[config.mk]
export PLATFORM = sky130hd
export DESIGN_NAME = fp_round_pipe_flat
export DESIGN_NICKNAME = d
export VERILOG_FILES = /design/src/rtl/fpu_pkg.sv /design/src/rtl/fp_round_pipe_if.sv /design/src/rtl/fp_round_inc.sv /design/src/rtl/fp_round_pipe.sv /design/src/flat_wrapper.sv
export SDC_FILE = /design/constraint.sdc
export NUM_CORES = 1
export LEC_CHECK = 0
export CORE_MARGIN = 4
export CORE_UTILIZATION = 25
export DETAILED_ROUTE_END_ITERATION = 8
export SETUP_SLACK_MARGIN = 0.05
export SYNTH_ARGS = -nofsm -noshare
export SYNTH_HDL_FRONTEND = slang
export SYNTH_SLANG_ARGS = --single-unit
[constraint.sdc]
create_clock -name clk -period 6.45 [get_ports clk]
set_clock_uncertainty 0.1 [all_clocks]
set_input_delay 0.645 -clock clk [delete_from_list [all_inputs] [get_ports clk]]
set_output_delay 0.645 -clock clk [all_outputs]
set_load 0.005 [all_outputs]
[src/rtl/fpu_pkg.sv]
// Shared FPU encodings: rounding modes, operand classes, flag bit positions.
// out_flags is live only when FP_ROUND_FLAGS_EN is defined.
package fpu_pkg;

  localparam logic [2:0] RM_RNE = 3'b000;
  localparam logic [2:0] RM_RTZ = 3'b001;
  localparam logic [2:0] RM_RDN = 3'b010;
  localparam logic [2:0] RM_RUP = 3'b011;
  localparam logic [2:0] RM_RMM = 3'b100;

  localparam logic [1:0] CLS_FIN  = 2'b00;
  localparam logic [1:0] CLS_ZERO = 2'b01;
  localparam logic [1:0] CLS_INF  = 2'b10;
  localparam logic [1:0] CLS_NAN  = 2'b11;

  localparam int FLAG_OF = 2;
  localparam int FLAG_UF = 1;
  localparam int FLAG_NX = 0;

endpackage

[src/rtl/fp_round_pipe_if.sv]
// Upstream/downstream valid-ready bundle of the rounding pipe.
// slave is the rounder side, master is the surrounding datapath.
interface fp_round_pipe_if #(
  parameter int EXP_W = 8,
  parameter int MAN_W = 23
);
  logic                   in_valid;
  logic                   in_ready;
  logic [2:0]             in_rm;
  logic [1:0]             in_cls;
  logic                   in_s;
  logic [EXP_W-1:0]       in_e;
  logic [MAN_W+3:0]       in_m;
  logic                   out_valid;
  logic                   out_ready;
  logic [EXP_W+MAN_W:0]   out_res;
  logic [2:0]             out_flags;

  modport master (
    output in_valid, in_rm, in_cls, in_s, in_e, in_m, out_ready,
    input  in_ready, out_valid, out_res, out_flags
  );

  modport slave (
    input  in_valid, in_rm, in_cls, in_s, in_e, in_m, out_ready,
    output in_ready, out_valid, out_res, out_flags
  );
endinterface

[src/rtl/fp_round_inc.sv]
// Round-increment decision for the five RISC-V modes.
// Unused mode encodings fall back to RNE.
module fp_round_inc
  import fpu_pkg::*;
(
  input  logic [2:0] rm_i,
  input  logic       s_i,
  input  logic       lsb_i,
  input  logic       g_i,
  input  logic       r_i,
  input  logic       st_i,
  output logic       inc_o
);
  logic nx;
  assign nx = g_i | r_i | st_i;

  always_comb begin
    inc_o = 1'b0;
    unique case (1'b1)
      (rm_i == RM_RTZ): inc_o = 1'b0;
      (rm_i == RM_RDN): inc_o = s_i & nx;
      (rm_i == RM_RUP): inc_o = !s_i & nx;
      (rm_i == RM_RMM): inc_o = g_i;
      default:          inc_o = g_i & (r_i | st_i | lsb_i);
    endcase
  end
endmodule

[src/rtl/fp_round_pipe.sv]
// Two-stage IEEE-754 round-and-pack unit with valid/ready on both sides.
// FP_ROUND_FLAGS_EN enables the {OF,UF,NX} flag path.
module fp_round_pipe
  import fpu_pkg::*;
#(
  parameter int EXP_W = 8,
  parameter int MAN_W = 23
) (
  input logic            clk,
  input logic            reset,
  input logic            flush,
  fp_round_pipe_if.slave io
);
  logic kill, s1_adv, s2_adv, inc;
  logic s1_valid_q, s2_valid_q;

  assign kill   = reset | flush;
  assign s2_adv = !s2_valid_q | io.out_ready;
  assign s1_adv = !s1_valid_q | s2_adv;
  assign io.in_ready  = s1_adv;
  assign io.out_valid = s2_valid_q;

  fp_round_inc u_inc (
    .rm_i (io.in_rm),
    .s_i  (io.in_s),
    .lsb_i(io.in_m[3]),
    .g_i  (io.in_m[2]),
    .r_i  (io.in_m[1]),
    .st_i (io.in_m[0]),
    .inc_o(inc)
  );

  logic [MAN_W+1:0] sum_d, s1_sum_q;
  logic [1:0]       s1_cls_q;
  logic [2:0]       s1_rm_q;
  logic             s1_s_q;
  logic [EXP_W-1:0] s1_e_q;

  assign sum_d = {1'b0, io.in_m[MAN_W+3:3]}
               + {{(MAN_W+1){1'b0}}, inc};

  always_ff @(posedge clk) begin
    if (kill)        s1_valid_q <= 1'b0;
    else if (s1_adv) s1_valid_q <= io.in_valid;
  end

  always_ff @(posedge clk) begin
    if (s1_adv && io.in_valid) begin
      s1_sum_q <= sum_d;
      s1_cls_q <= io.in_cls;
      s1_rm_q  <= io.in_rm;
      s1_s_q   <= io.in_s;
      s1_e_q   <= io.in_e;
    end
  end

  logic [EXP_W-1:0] exp_r;
  logic [MAN_W-1:0] frac_r;
  logic             ovf, to_inf;
  logic [EXP_W+MAN_W:0] res_d, s2_res_q;

  always_comb begin
    exp_r  = s1_e_q;
    frac_r = s1_sum_q[MAN_W-1:0];
    if (s1_sum_q[MAN_W+1]) begin
      exp_r  = s1_e_q + 1'b1;
      frac_r = '0;
    end else if (s1_e_q == '0 && s1_sum_q[MAN_W]) begin
      exp_r  = {{(EXP_W-1){1'b0}}, 1'b1};
    end
  end

  assign ovf = (exp_r == '1) && (s1_cls_q == CLS_FIN);

  // Directed modes saturate to max finite when rounding toward zero.
  always_comb begin
    to_inf = 1'b1;
    unique case (1'b1)
      (s1_rm_q == RM_RTZ): to_inf = 1'b0;
      (s1_rm_q == RM_RDN): to_inf = s1_s_q;
      (s1_rm_q == RM_RUP): to_inf = !s1_s_q;
      default:             to_inf = 1'b1;
    endcase
  end

  always_comb begin
    res_d = {s1_s_q, exp_r, frac_r};
    unique case (1'b1)
      (s1_cls_q == CLS_ZERO):
        res_d = {s1_s_q, {EXP_W{1'b0}}, {MAN_W{1'b0}}};
      (s1_cls_q == CLS_INF):
        res_d = {s1_s_q, {EXP_W{1'b1}}, {MAN_W{1'b0}}};
      (s1_cls_q == CLS_NAN):
        res_d = {1'b0, {EXP_W{1'b1}}, 1'b1, {(MAN_W-1){1'b0}}};
      ovf:
        res_d = to_inf
          ? {s1_s_q, {EXP_W{1'b1}}, {MAN_W{1'b0}}}
          : {s1_s_q, {(EXP_W-1){1'b1}}, 1'b0, {MAN_W{1'b1}}};
      default: ;
    endcase
  end

  always_ff @(posedge clk) begin
    if (kill) begin
      s2_valid_q <= 1'b0;
      s2_res_q   <= '0;
    end else if (s2_adv) begin
      s2_valid_q <= s1_valid_q;
      if (s1_valid_q) s2_res_q <= res_d;
    end
  end

  assign io.out_res = s2_res_q;

`ifdef FP_ROUND_FLAGS_EN
  logic       s1_nx_q, fin;
  logic [2:0] flags_d, s2_flags_q;

  always_ff @(posedge clk) begin
    if (s1_adv && io.in_valid)
      s1_nx_q <= |io.in_m[2:0];
  end

  assign fin = (s1_cls_q == CLS_FIN);

  always_comb begin
    flags_d          = '0;
    flags_d[FLAG_OF] = ovf;
    flags_d[FLAG_UF] = fin && (exp_r == '0) && s1_nx_q;
    flags_d[FLAG_NX] = fin && (s1_nx_q | ovf);
  end

  always_ff @(posedge clk) begin
    if (kill)
      s2_flags_q <= '0;
    else if (s2_adv && s1_valid_q)
      s2_flags_q <= flags_d;
  end

  assign io.out_flags = s2_flags_q;
`else
  assign io.out_flags = '0;
`endif
endmodule

[src/flat_wrapper.sv]
// flat-port wrapper written by rule: the top's interface ports become plain ports
module fp_round_pipe_flat import fpu_pkg::*;
#(
  parameter int EXP_W = 8,
  parameter int MAN_W = 23
)
  (clk, reset, flush, io_in_valid, io_in_rm, io_in_cls, io_in_s, io_in_e, io_in_m, io_out_ready, io_in_ready, io_out_valid, io_out_res, io_out_flags);
  fp_round_pipe_if #(.EXP_W(EXP_W), .MAN_W(MAN_W)) io_i ();
  input logic clk;
  input logic reset;
  input logic flush;
  input wire logic [$bits(io_i.in_valid)-1:0] io_in_valid;
  input wire logic [$bits(io_i.in_rm)-1:0] io_in_rm;
  input wire logic [$bits(io_i.in_cls)-1:0] io_in_cls;
  input wire logic [$bits(io_i.in_s)-1:0] io_in_s;
  input wire logic [$bits(io_i.in_e)-1:0] io_in_e;
  input wire logic [$bits(io_i.in_m)-1:0] io_in_m;
  input wire logic [$bits(io_i.out_ready)-1:0] io_out_ready;
  output wire logic [$bits(io_i.in_ready)-1:0] io_in_ready;
  output wire logic [$bits(io_i.out_valid)-1:0] io_out_valid;
  output wire logic [$bits(io_i.out_res)-1:0] io_out_res;
  output wire logic [$bits(io_i.out_flags)-1:0] io_out_flags;
  assign io_i.in_valid = io_in_valid;
  assign io_i.in_rm = io_in_rm;
  assign io_i.in_cls = io_in_cls;
  assign io_i.in_s = io_in_s;
  assign io_i.in_e = io_in_e;
  assign io_i.in_m = io_in_m;
  assign io_i.out_ready = io_out_ready;
  assign io_in_ready = io_i.in_ready;
  assign io_out_valid = io_i.out_valid;
  assign io_out_res = io_i.out_res;
  assign io_out_flags = io_i.out_flags;
  fp_round_pipe #(.EXP_W(EXP_W), .MAN_W(MAN_W)) u_core (.clk(clk), .reset(reset), .flush(flush), .io(io_i));
endmodule
# --- Yosys cells after proc, flatten, opt, wreduce, memory -nomap -nowiden ---
# Cells that the tools add are included.
totals:
  reg_bits: 73
  inputBits: 46
  out_inout_bits: 37
op_classes:
  addsub: 2
  n_reduce_logical: 10
  n_eq_ne: 11
  bitwise: 10
  mux: 7
ops:
  columns: ["cell", "n"]
  rows:
  - ["case mux 32 bit (4 select lines)", 1]
  - ["adder 24 x 1 -> 25 bit", 1]
  - ["2-to-1 mux 24 bit", 1]
  - ["2-to-1 mux 23 bit", 1]
  - ["2-to-1 mux 8 bit", 2]
  - ["== test 3 x 2 -> 1 bit (second input constant)", 4]
  - ["adder 8 x 1 -> 8 bit (second input constant)", 1]
  - ["== test 8 bit (second input constant)", 1]
  - ["logical NOT 8 bit", 1]
  - ["OR 1 bit", 7]
  - ["== test 3 x 1 -> 1 bit (second input constant)", 2]
  - ["== test 2 bit (second input constant)", 2]
  - ["logical NOT 1 bit", 4]
  - ["case mux 1 bit (4 select lines)", 1]
  - ["AND 1 bit", 3]
  - ["== test 3 bit (second input constant)", 1]
  - ["logical AND 1 bit", 3]
  - ["case mux 1 bit (3 select lines)", 1]
  - ["== test 2 x 1 -> 1 bit (second input constant)", 1]
  - ["logical NOT 2 bit", 1]
  - ["AND reduction 2 bit", 1]

# --- Depth between registers and ports, before layout ---
# Gate-level depths: netlist of the first run.
logic_depth:
  ltp_word: 7
  mapped_depth: 12
  mapped_depth_nobuf: 12

# --- By module ---
# A second synthesis of the first run with hierarchy kept.
unflattened:
  hier_cells: 317
  hier_area_um2: 3415.8
by_module_without_submodules:
  columns: ["mod", "n_inst", "area_each_um2", "cells_each"]
  rows:
  - ["fp_round_pipe", 1, 3345.7, 307]
  - ["fp_round_inc", 1, 70.1, 10]

# --- Worst setup path before layout of the first run ---
# No wires, ideal clock.
synth_timing:
  kind: "input port to flip-flop"
  start: "input port io_in_rm[1]"
  end: "register u_core.s1_sum_q[22], data pin"
  setup_ps: 260
  path_stages: 12
  path_slack_ps: 3514
  arrival_time_ps: 2576
  path_cell_list: "nor2b_1 a21oi_1 o21ai_0 a211oi_1 a21oi_1 ha_1 ha_1 nand2_1 nor4_1 nand2_1 nor2_1 xor2_1"
synth_via:
  elab_chain_cells: 3
  word_cells_on_any_way: 6
synth_lines:
  columns: ["item", "line", "rtl"]
  rows:
  - ["start, declared", "flat_wrapper.sv:13", "input wire logic [$bits(io_i.in_rm)-1:0] io_in_rm;"]
  - ["== test 3 bit, or another cell as far along", "fp_round_inc.sv:23", "(rm_i == RM_RMM): inc_o = g_i;"]
  - ["case mux 1 bit (4 select lines) (*)", "fp_round_inc.sv:19", "unique case (1'b1)"]
  - ["adder 24 x 1 -> 25 bit (*)", "fp_round_pipe.sv:40", "+ {{(MAN_W+1){1'b0}}, inc};"]
  - ["net u_core.sum_d[22]", "fp_round_pipe.sv:33", "logic [MAN_W+1:0] sum_d, s1_sum_q;"]
  - ["end signal, assigned", "fp_round_pipe.sv:49", "s1_sum_q <= sum_d;"]
  - ["end, declared", "fp_round_pipe.sv:33", null]
# Mark *: on every way through the listed nets, which the timed path passes. The rest lies on a longest branch.
# A chain may end at the register's enable or synchronous reset.

# --- Worst setup path in the final report of the first run ---
# Ends and elaborated chain as after synthesis.

==> results of run 1 <==
[cell type report]
type / instances / area [um^2]
well taps: 176 / 220
clock buffers: 12 / 268
flip-flops and latches: 73 / 1850
repair buffers: 83 / 821
inverters: 11 / 41.3
fillers: 1376 / 8690
multi-input cells: 234 / 1490
clock inverters: 4 / 72.6
[worst max-delay path by stage]
stage	startpoint	to	slack [ns]	cells past startpoint
2_1_floorplan	io_in_rm[1]	u_core.s1_sum_q[22]	3.51	12
3_5_place_dp	io_in_rm[1]	u_core.s1_sum_q[14]	2.40	12
4_1_cts	io_in_rm[1]	u_core.s1_sum_q[14]	2.75	12
6_report	io_in_rm[1]	u_core.s1_sum_q[22]	2.74	13
5_1_grt	io_in_rm[1]	u_core.s1_sum_q[14]	2.48	12
3_3_place_gp	io_in_rm[1]	u_core.s1_sum_q[22]	2.52	13
[kinds of logic after synthesis]
kind of cell	count (synthesis)
AO/OA/AOI/OAI	111
AND/OR/NAND/NOR	82
flip-flops	73
buffers and inverters	34
XOR/XNOR	30
adder cells (fa/ha/maj)	8
other	1
[stage by stage]
step,total power (W),worst slack [ns],std cells
2_1_floorplan,0.000584,3.51,341
3_3_place_gp,0.000642,2.52,577
3_5_place_dp,0.000645,2.40,577
4_1_cts,0.00121,2.75,593
5_1_grt,0.00124,2.48,593
6_report,0.00119,2.74,593
[registers in the layout (all words and copies together), names as in the netlist]
signal / cells
u_core.io.out_res: 32
u_core.s1_sum_q: 25
u_core.s1_e_q: 8
u_core.s1_rm_q: 3
u_core.s1_cls_q: 2
u_core.io.out_valid: 1
u_core.s1_s_q: 1
u_core.s1_valid_q: 1
[placed cells by master, fill, tap and decap left out, drive strengths merged, types with 12 or more instances in the layout]
| cell type | Yosys | routed |
|---|---|---|
| a21oi | 34 | 34 |
| clkbuf | 14 | 12 |
| clkdlybuf4s50 | 0 | 79 |
| dfxtp | 34 | 34 |
| edfxtp | 39 | 39 |
| nand2 | 17 | 17 |
| nand3 | 15 | 15 |
| nor2 | 16 | 16 |
| o211ai | 30 | 30 |
| o21ai | 32 | 32 |
| xnor2 | 19 | 19 |
[metal layers]
metal / wire (um) / part of all wire, %
met5: 0 / 0
met4: 137 / 1.5
met3: 468 / 5.2
met2: 4540 / 50
met1: 3910 / 43
[worst register-to-register path, cell delays in order (launching register included)]
cell and delay, ns:
edfxtp_1 0.47, inv_1 0.12, ha_1 0.16, nor4b_1 0.54, a2111oi_0 0.20, a2bb2o_1 0.29, buf_4 0.33, o31a_1 0.85
a31oi_1 0.16
[power groups by stage]
stage                     sequential (W)  clock [W]  combinational [W]
after detailed placement        0.000532          0           0.000113
after global routing            0.000524   0.000592           0.000124
after CTS                       0.000522   0.000574           0.000113
after global placement          0.000532          0           0.000110
final                           0.000522   0.000558           0.000112
after floorplan                 0.000529          0          0.0000553
==> results_dict.tcl, run 1 <==
set metrics [dict create \
    status "finished clean" \
    fin_area_um2 4770 \
    wire_per_inst_um 15.3 \
    grt_overflow 0 \
    ant_nets 0 \
    p_leak_nw 1.64 \
    busiest_layer "met2" \
    whs_path_depth 1 \
    grt_use_met3_pct 3.81 \
    seqPwrFrac_pct 43.8 \
    finalNetCount 466 \
    final_core_util_pct 35.4 \
    initial_core_util_pct 25.9 \
    r2r_end "u_core.io.out_res[22]" \
    clock-sinks 73 \
    slew_viol_final 0 \
    hold_buffers 0 \
    grt_pass1_wl_mm 14.8 \
    finalCriticalPeriod_ns 3.71 \
    tightest_slew_ns 1.20 \
    routed_via_density 4.85 \
    synth_area_leaders "edfxtp_1 34%, dfxtp_1 20%, o211ai_1 6.5%" \
    cp_cell_sequence "clkdlybuf4s50_1 > nor2b_1 > a21oi_1 > o21ai_0 > a211oi_1 > a21oi_1 > ha_1 > ha_1 > nand2_1 > nor4_1 > nand2_1 > nor2_1 > xor2_1" \
    grt_max_degree 40 \
    crit-reg2reg-launch "u_core.s1_e_q[0]" \
    synth_top_area_cell "edfxtp_1" \
    cts_tree "done" \
    r2r_setup_slack_ns 3.07 \
    cts_root_buffer "clkbuf_16" \
    yosys.area_share.simple_pct 12.1 \
    worstRegToRegCells 8 \
    dp.final_hpwl_mm 6.52 \
    fmaxAchievable_mhz 270 \
    die_h_um 126 \
    synth_adder_area_share_pct 2.87 \
    post-route-period-util_pct 57.5 \
    slowest_delay_ns 0.83 \
    cts_inserted_buffers 9 \
    final_layout_size_suffix_gt1_share_pct 6.24 \
    gp_congestion 0.824 \
    first_iter_violations 126 \
    final-hold-violation-count 0 \
    swShare_pct 21.2 \
    crit_path_start_kind "primary input" \
    area_growth_pct 36.8 \
    postSynthCellCount 339 \
    port_buffers 79 \
    syn_area_um2 3480 \
    rsz0062_at_grt "false" \
    grtUsageMet2_pct 20.5 \
    grt_usage_pct 11.8 \
    synth_compound_area_share_pct 19.7 \
    grt_pass1_vias 2913 \
    avgSynthCellArea_um2 10.3 \
    whs_endpoint "u_core.io.out_res[31]" \
    yosysSeqAreaShare_pct 53.1 \
    cp_data_arrival_time_ns 3.69 \
    antenna_cells 0 \
    synth_edf_count 39 \
    ys_top_cells_by_count "39 x edfxtp_1, 34 x a21oi_1, 34 x dfxtp_1, 32 x o21ai_0, 30 x o211ai_1" \
    core_um2 13500 \
    path_buf_inv 1 \
    dieArea_um2 15900 \
    async_flop_share_pct 0 \
    antenna_found_initial 0 \
    cap_violations 0 \
    critPathRequiredTime_ns 6.43 \
    rows 42 \
    min_from "u_core.io.out_res[31]" \
    cts_buffer_depth 2 \
    power_density_nw_per_um2 250 \
    drcViolationCount 0 \
    cp-end-kind "flop" \
    vias 2874 \
    cpLargestDelayFamily "simple AND/OR/NAND/NOR gates" \
    path_max_fanout 6 \
    synth_top_family_by_area "compound AO/OA/AOI/OAI gates" \
    synth_seq_cells 73 \
    h-tree-depth 3 \
    clk_latency_ns 0.34 \
    post_cts_buffers 0 \
    max-slew-margin-rel_pct 20.0 \
    cts-resized-gates 0 \
    routed_wl_mm 9.06 \
    ir_worst_vdd_mv 0.136 \
    ys.flop_type "edfxtp_1" \
    synth.distinct_cells 41 \
    drt-pass1-iter-count 4 \
    comb_power_share_pct 9.4 \
    synth_most_common_cell "edfxtp_1" \
    power_switching_w 0.000252 \
    setup_tns_ns 0 \
    yosys_warnings 0 \
    crit_type "in2reg" \
    synth_top_area_share_pct 33.6 \
    cp_slowest_cell "nor4_1" \
    pin_count 83 \
    holdWs_ns 0.412 \
    synth_xor_area_share_pct 7.54 \
    finalSetupViolCount 0 \
    muxShareOfSynthArea_pct 0 \
    p_int_w 0.000939 \
    hold_class "reg2reg" \
    clk_pin_slew_ns 0.06 \
    die_w_um 126 \
    use_met1_pct 13.7 \
    clkPwrFrac_pct 46.8 \
    place_area_um2 4430 \
]
Power figures use the tool's default switching activity.
==> run 2, diff against run 1 <==
Clock period 6.45 ns to 3.9 ns, I/O delays scaled along.
==> run 2 against run 1 <==
  * Wire length shrank 1.2%
  * Power is 57% higher
  * Cell area down 0.60%
  * Largest power group is now sequential cells
==> results_dict.tcl, run 2 (synthesis gave the netlist of run 1 again) <==
set metrics [dict create \
    status "finished clean" \
    cp_slowest_cell "o31a_1" \
    grt_overflow 0 \
    ir_worst_vdd_mv 0.199 \
    initial_core_util_pct 25.9 \
    clk_pin_slew_ns 0.06 \
    cts_root_buffer "clkbuf_16" \
    ff_latch_area_um2 1850 \
    die_h_um 126 \
    path_max_fanout 23 \
    area_growth_pct 36.0 \
    wire_per_inst_um 15.0 \
    crit_type "reg2reg" \
    hold_buffers 0 \
    nFillCells 1369 \
    multi_input_area_um2 1490 \
    ant_nets 0 \
    grt_pass1_vias 3016 \
    cpLargestDelayFamily "compound AO/OA/AOI/OAI gates" \
    dp.final_hpwl_mm 6.48 \
    finalNetCount 468 \
    final_layout_size_suffix_gt1_share_pct 6.92 \
    cts_buffer_depth 2 \
    max-slew-margin-rel_pct 33.9 \
    rsz0062_at_grt "false" \
    finalSetupViolCount 0 \
    holdWs_ns 0.416 \
    critPathRequiredTime_ns 3.97 \
    routed_wl_mm 8.95 \
    fmaxAchievable_mhz 337 \
    clock-sinks 73 \
    grt_pass1_wl_mm 14.5 \
    place_ws_ns 0.671 \
    port_buffers 79 \
    slew_viol_final 0 \
    cts-resized-gates 0 \
    final_cell_mix "79 x clkdlybuf4s50_1, 39 x edfxtp_1, 34 x a21oi_1, 34 x dfxtp_1, 32 x o21ai_0" \
    path_buf_inv 1 \
    grt_max_degree 40 \
    p_leak_nw 1.64 \
    cp_data_arrival_time_ns 3.04 \
    pin_count 83 \
    cts_inserted_buffers 9 \
    clk_latency_ns 0.34 \
    power_density_nw_per_um2 394 \
    setup_tns_ns 0 \
    post_cts_buffers 0 \
    grt_usage_pct 11.5 \
    cp-end-kind "flop" \
    gp_congestion 0.829 \
    tightest_slew_ns 0.991 \
    finalCriticalPeriod_ns 2.97 \
    rows 42 \
    layout_commonest_cell "clkdlybuf4s50_1" \
    drcViolationCount 0 \
    routed_via_density 4.70 \
    cp_cell_sequence "inv_1 > ha_1 > nor4b_1 > a2111oi_0 > a2bb2o_1 > o31a_1 > a21oi_1" \
    crit_path_start_kind "flop" \
    finalWorstSetupSlack_ns 0.934 \
    vias 2794 \
    cap_violations 0 \
    core_um2 13500 \
    final-hold-violation-count 0 \
    post-route-period-util_pct 76.0 \
    die_w_um 126 \
    antenna_cells 0 \
    dieArea_um2 15900 \
    largest_reg_flops 32 \
    antenna_found_initial 0 \
    slowest_delay_ns 0.80 \
    cts_tree "done" \
    hold_class "reg2reg" \
    drt-pass1-iter-count 4 \
    h-tree-depth 3 \
    first_iter_violations 142 \
]
-- run 2: area by class of cell --
| cell class | count | area share (%) |
|---|---|---|
| inverters | 11 | 0.871 |
| repair buffers | 85 | 17.6 |
| clock buffers | 10 | 5.04 |
| multi-input cells | 234 | 31.5 |
| flip-flops and latches | 73 | 39.1 |
| clock inverters | 6 | 1.21 |
| well taps | 176 | 4.65 |
-- run 2: final timing paths --
check / from / end / slack [ns] / cells after the start
setup / recovery: u_core.s1_e_q[0] / u_core.io.out_res[2] / 0.93 / 7
hold / removal: u_core.io.out_res[31] / u_core.io.out_res[31] / 0.42 / 1
setup reg to reg: u_core.s1_e_q[0] / u_core.io.out_res[2] / 0.93 / 7
hold reg to reg: u_core.io.out_res[31] / u_core.io.out_res[31] / 0.42 / 1
-- run 2: power by group --
part,internal (W),switching [W]
combinational,0.0000928,0.0000933
sequential,0.000846,0.0000174
clock,0.000507,0.000312
total,0.00145,0.000422
-- run 2: per-layer routing --
layer,vias up,share of wire (%),GRT usage (%)
met5,-,0,0
met4,0,1.7,4.48
met3,12,5.4,3.77
met2,63,48,19.7
met1,1323,45,13.2
li1,1396,-,-
-- run 2: per-stage QoR --
| step | util [%] | cells | instance area [um^2] | total power [W] |
|---|---|---|---|---|
| 2_1_floorplan | - | 341 | 3490 | 0.000966 |
| 6_report | 35.2 | 595 | 4740 | 0.00187 |
| 5_1_grt | 35.2 | 595 | 4740 | 0.00194 |
| 3_3_place_gp | 33.0 | 579 | 4440 | 0.00106 |
| 3_5_place_dp | 33.0 | 579 | 4440 | 0.00107 |
| 4_1_cts | 35.2 | 595 | 4740 | 0.00189 |
==> run 3, diff against run 2 <==
Clock period 3.9 ns to 2.8 ns, I/O delays scaled along.
==> run 3 against run 2 <==
  * Global-route usage grew 0.40 points
  * Wire length grew 4.6%
  * Register-to-register slack lost 0.65 ns
  * Sequential share of layout area shrank 1.1 points
  * Maximum frequency grew 18%
  * Critical path depth grew 1
  * Via count grew 5.2%
  * First-iteration DRC count grew 9.9%
  * Largest power group unchanged
  * Highest routed layer unchanged
==> results_dict.tcl, run 3 (synthesis gave the netlist of run 1 again) <==
set metrics [dict create \
    status "finished clean" \
    cp_data_arrival_time_ns 2.68 \
    whs_endpoint "u_core.io.out_res[31]" \
    finalCriticalPeriod_ns 2.51 \
    critPathRequiredTime_ns 2.97 \
    p_leak_nw 1.71 \
    routed_wl_mm 9.36 \
    port_buffers 79 \
    power_density_nw_per_um2 539 \
    min_from "u_core.io.out_res[31]" \
    power_w 0.00263 \
    cts_inserted_buffers 9 \
    crit_path_start_kind "flop" \
    grt_overflow 0 \
    final_core_util_pct 36.2 \
    drt-pass1-iter-count 4 \
    area_growth_pct 39.7 \
    worstRegToRegCells 8 \
    finalSetupViolCount 0 \
    max-slew-margin-rel_pct 36.6 \
    r2r_end "u_core.io.out_res[22]" \
    routed_via_density 4.82 \
    pin_count 83 \
    path_max_fanout 14 \
    clock-sinks 73 \
    core_um2 13500 \
    die_h_um 126 \
    first_iter_violations 156 \
    fin_area_um2 4870 \
    slew_viol_final 0 \
    die_w_um 126 \
    h-tree-depth 3 \
    initial_core_util_pct 25.9 \
    r2r_setup_slack_ns 0.29 \
    layout_commonest_cell "clkdlybuf4s50_1" \
    crit-reg2reg-launch "u_core.s1_e_q[0]" \
    antenna_cells 0 \
    tightest_slew_ns 0.951 \
    drcViolationCount 0 \
    cts_buffer_depth 2 \
    dieArea_um2 15900 \
    clk_pin_slew_ns 0.06 \
    grt_max_degree 40 \
    grt_pass1_wl_mm 14.9 \
    final_cell_mix "79 x clkdlybuf4s50_1, 39 x edfxtp_1, 34 x a21oi_1, 34 x dfxtp_1, 32 x o21ai_0" \
    clk_latency_ns 0.34 \
    cts_root_buffer "clkbuf_16" \
    gp_congestion 0.822 \
    fmaxAchievable_mhz 398 \
    place_area_um2 4540 \
    rows 42 \
    dp.final_hpwl_mm 6.96 \
    ir_worst_vdd_mv 0.278 \
    crit_type "reg2reg" \
    finalNetCount 483 \
    largest_reg_flops 32 \
    grt_pass1_vias 3065 \
    whs_path_depth 1 \
    cap_violations 0 \
    grt_usage_pct 11.9 \
    final-hold-violation-count 0 \
    wire_per_inst_um 15.3 \
    antenna_found_initial 0 \
    hold_class "reg2reg" \
    ant_nets 0 \
    vias 2939 \
    rsz0062_at_grt "true" \
    final_layout_size_suffix_gt1_share_pct 10.8 \
    cts_tree "done" \
    post-route-period-util_pct 89.7 \
    cp-end-kind "flop" \
]
-- run 3: power breakdown --
part | internal, W | total (W) | switching, W
Clock | 0.000712 | 0.00115 | 0.000435
Combinational | 0.000140 | 0.000276 | 0.000136
Sequential | 0.00118 | 0.00120 | 0.0000246
Total | 0.00203 | 0.00263 | 0.000595
-- run 3: stage by stage --
stage	setup TNS [ns]	setup slack (ns)	cells	hold slack [ns]
floorplan	0	0.229	341	0.279
global route	0	0.0152	610	0.392
detailed placement	-0.631	-0.129	592	0.391
CTS	0	0.109	608	0.387
finish	0	0.288	610	0.394
global placement	-0.208	-0.0679	592	0.380
-- run 3: how the worst max path moves through the flow --
stage,from,end,slack (ns),cells past startpoint
6_report,u_core.s1_e_q[0],u_core.io.out_res[22],0.29,8
5_1_grt,io_in_rm[1],u_core.s1_sum_q[22],0.02,14
4_1_cts,u_core.s1_e_q[0],u_core.io.out_res[31],0.11,8
3_5_place_dp,io_in_rm[1],u_core.s1_sum_q[22],-0.13,14
3_3_place_gp,io_in_rm[1],u_core.s1_sum_q[22],-0.07,14
2_1_floorplan,io_in_rm[1],u_core.s1_sum_q[22],0.23,12
-- run 3: repair_timing --
item | in CTS | in global routing
endpoints found under the setup margin | 0 | 31
hold buffers | 0 | 0
setup buffers | 0 | 2
gates resized for setup | 0 | 4
endpoints found under the hold margin | 0 | 0
-- run 3: cell type report --
class,instances,area (um^2)
fill,1351,8580
sequential,73,1850
multi-input combinational,234,1510
timing repair buffer,100,948
clock buffer,11,243
tap,176,220
clock inverter,5,56.3
inverter,11,41.3
-- run 3: worst max-delay path, cell delays in order (launching register included) --
cell,delay [ns]
edfxtp_1,0.42
inv_1,0.08
ha_1,0.21
nor4b_2,0.18
a2111oi_0,0.38
a2bb2o_2,0.40
o31a_1,0.32
buf_4,0.20
a31oi_1,0.16
-- run 3: layer usage --
| metal | global-route usage [%] | wire, um | share of wire [%] |
|---|---|---|---|
| met1 | 13.5 | 4140 | 44 |
| met2 | 20.8 | 4670 | 50 |
| met3 | 3.39 | 361 | 3.9 |
| met4 | 5.17 | 184 | 2.0 |
| met5 | 0 | 0 | 0 |
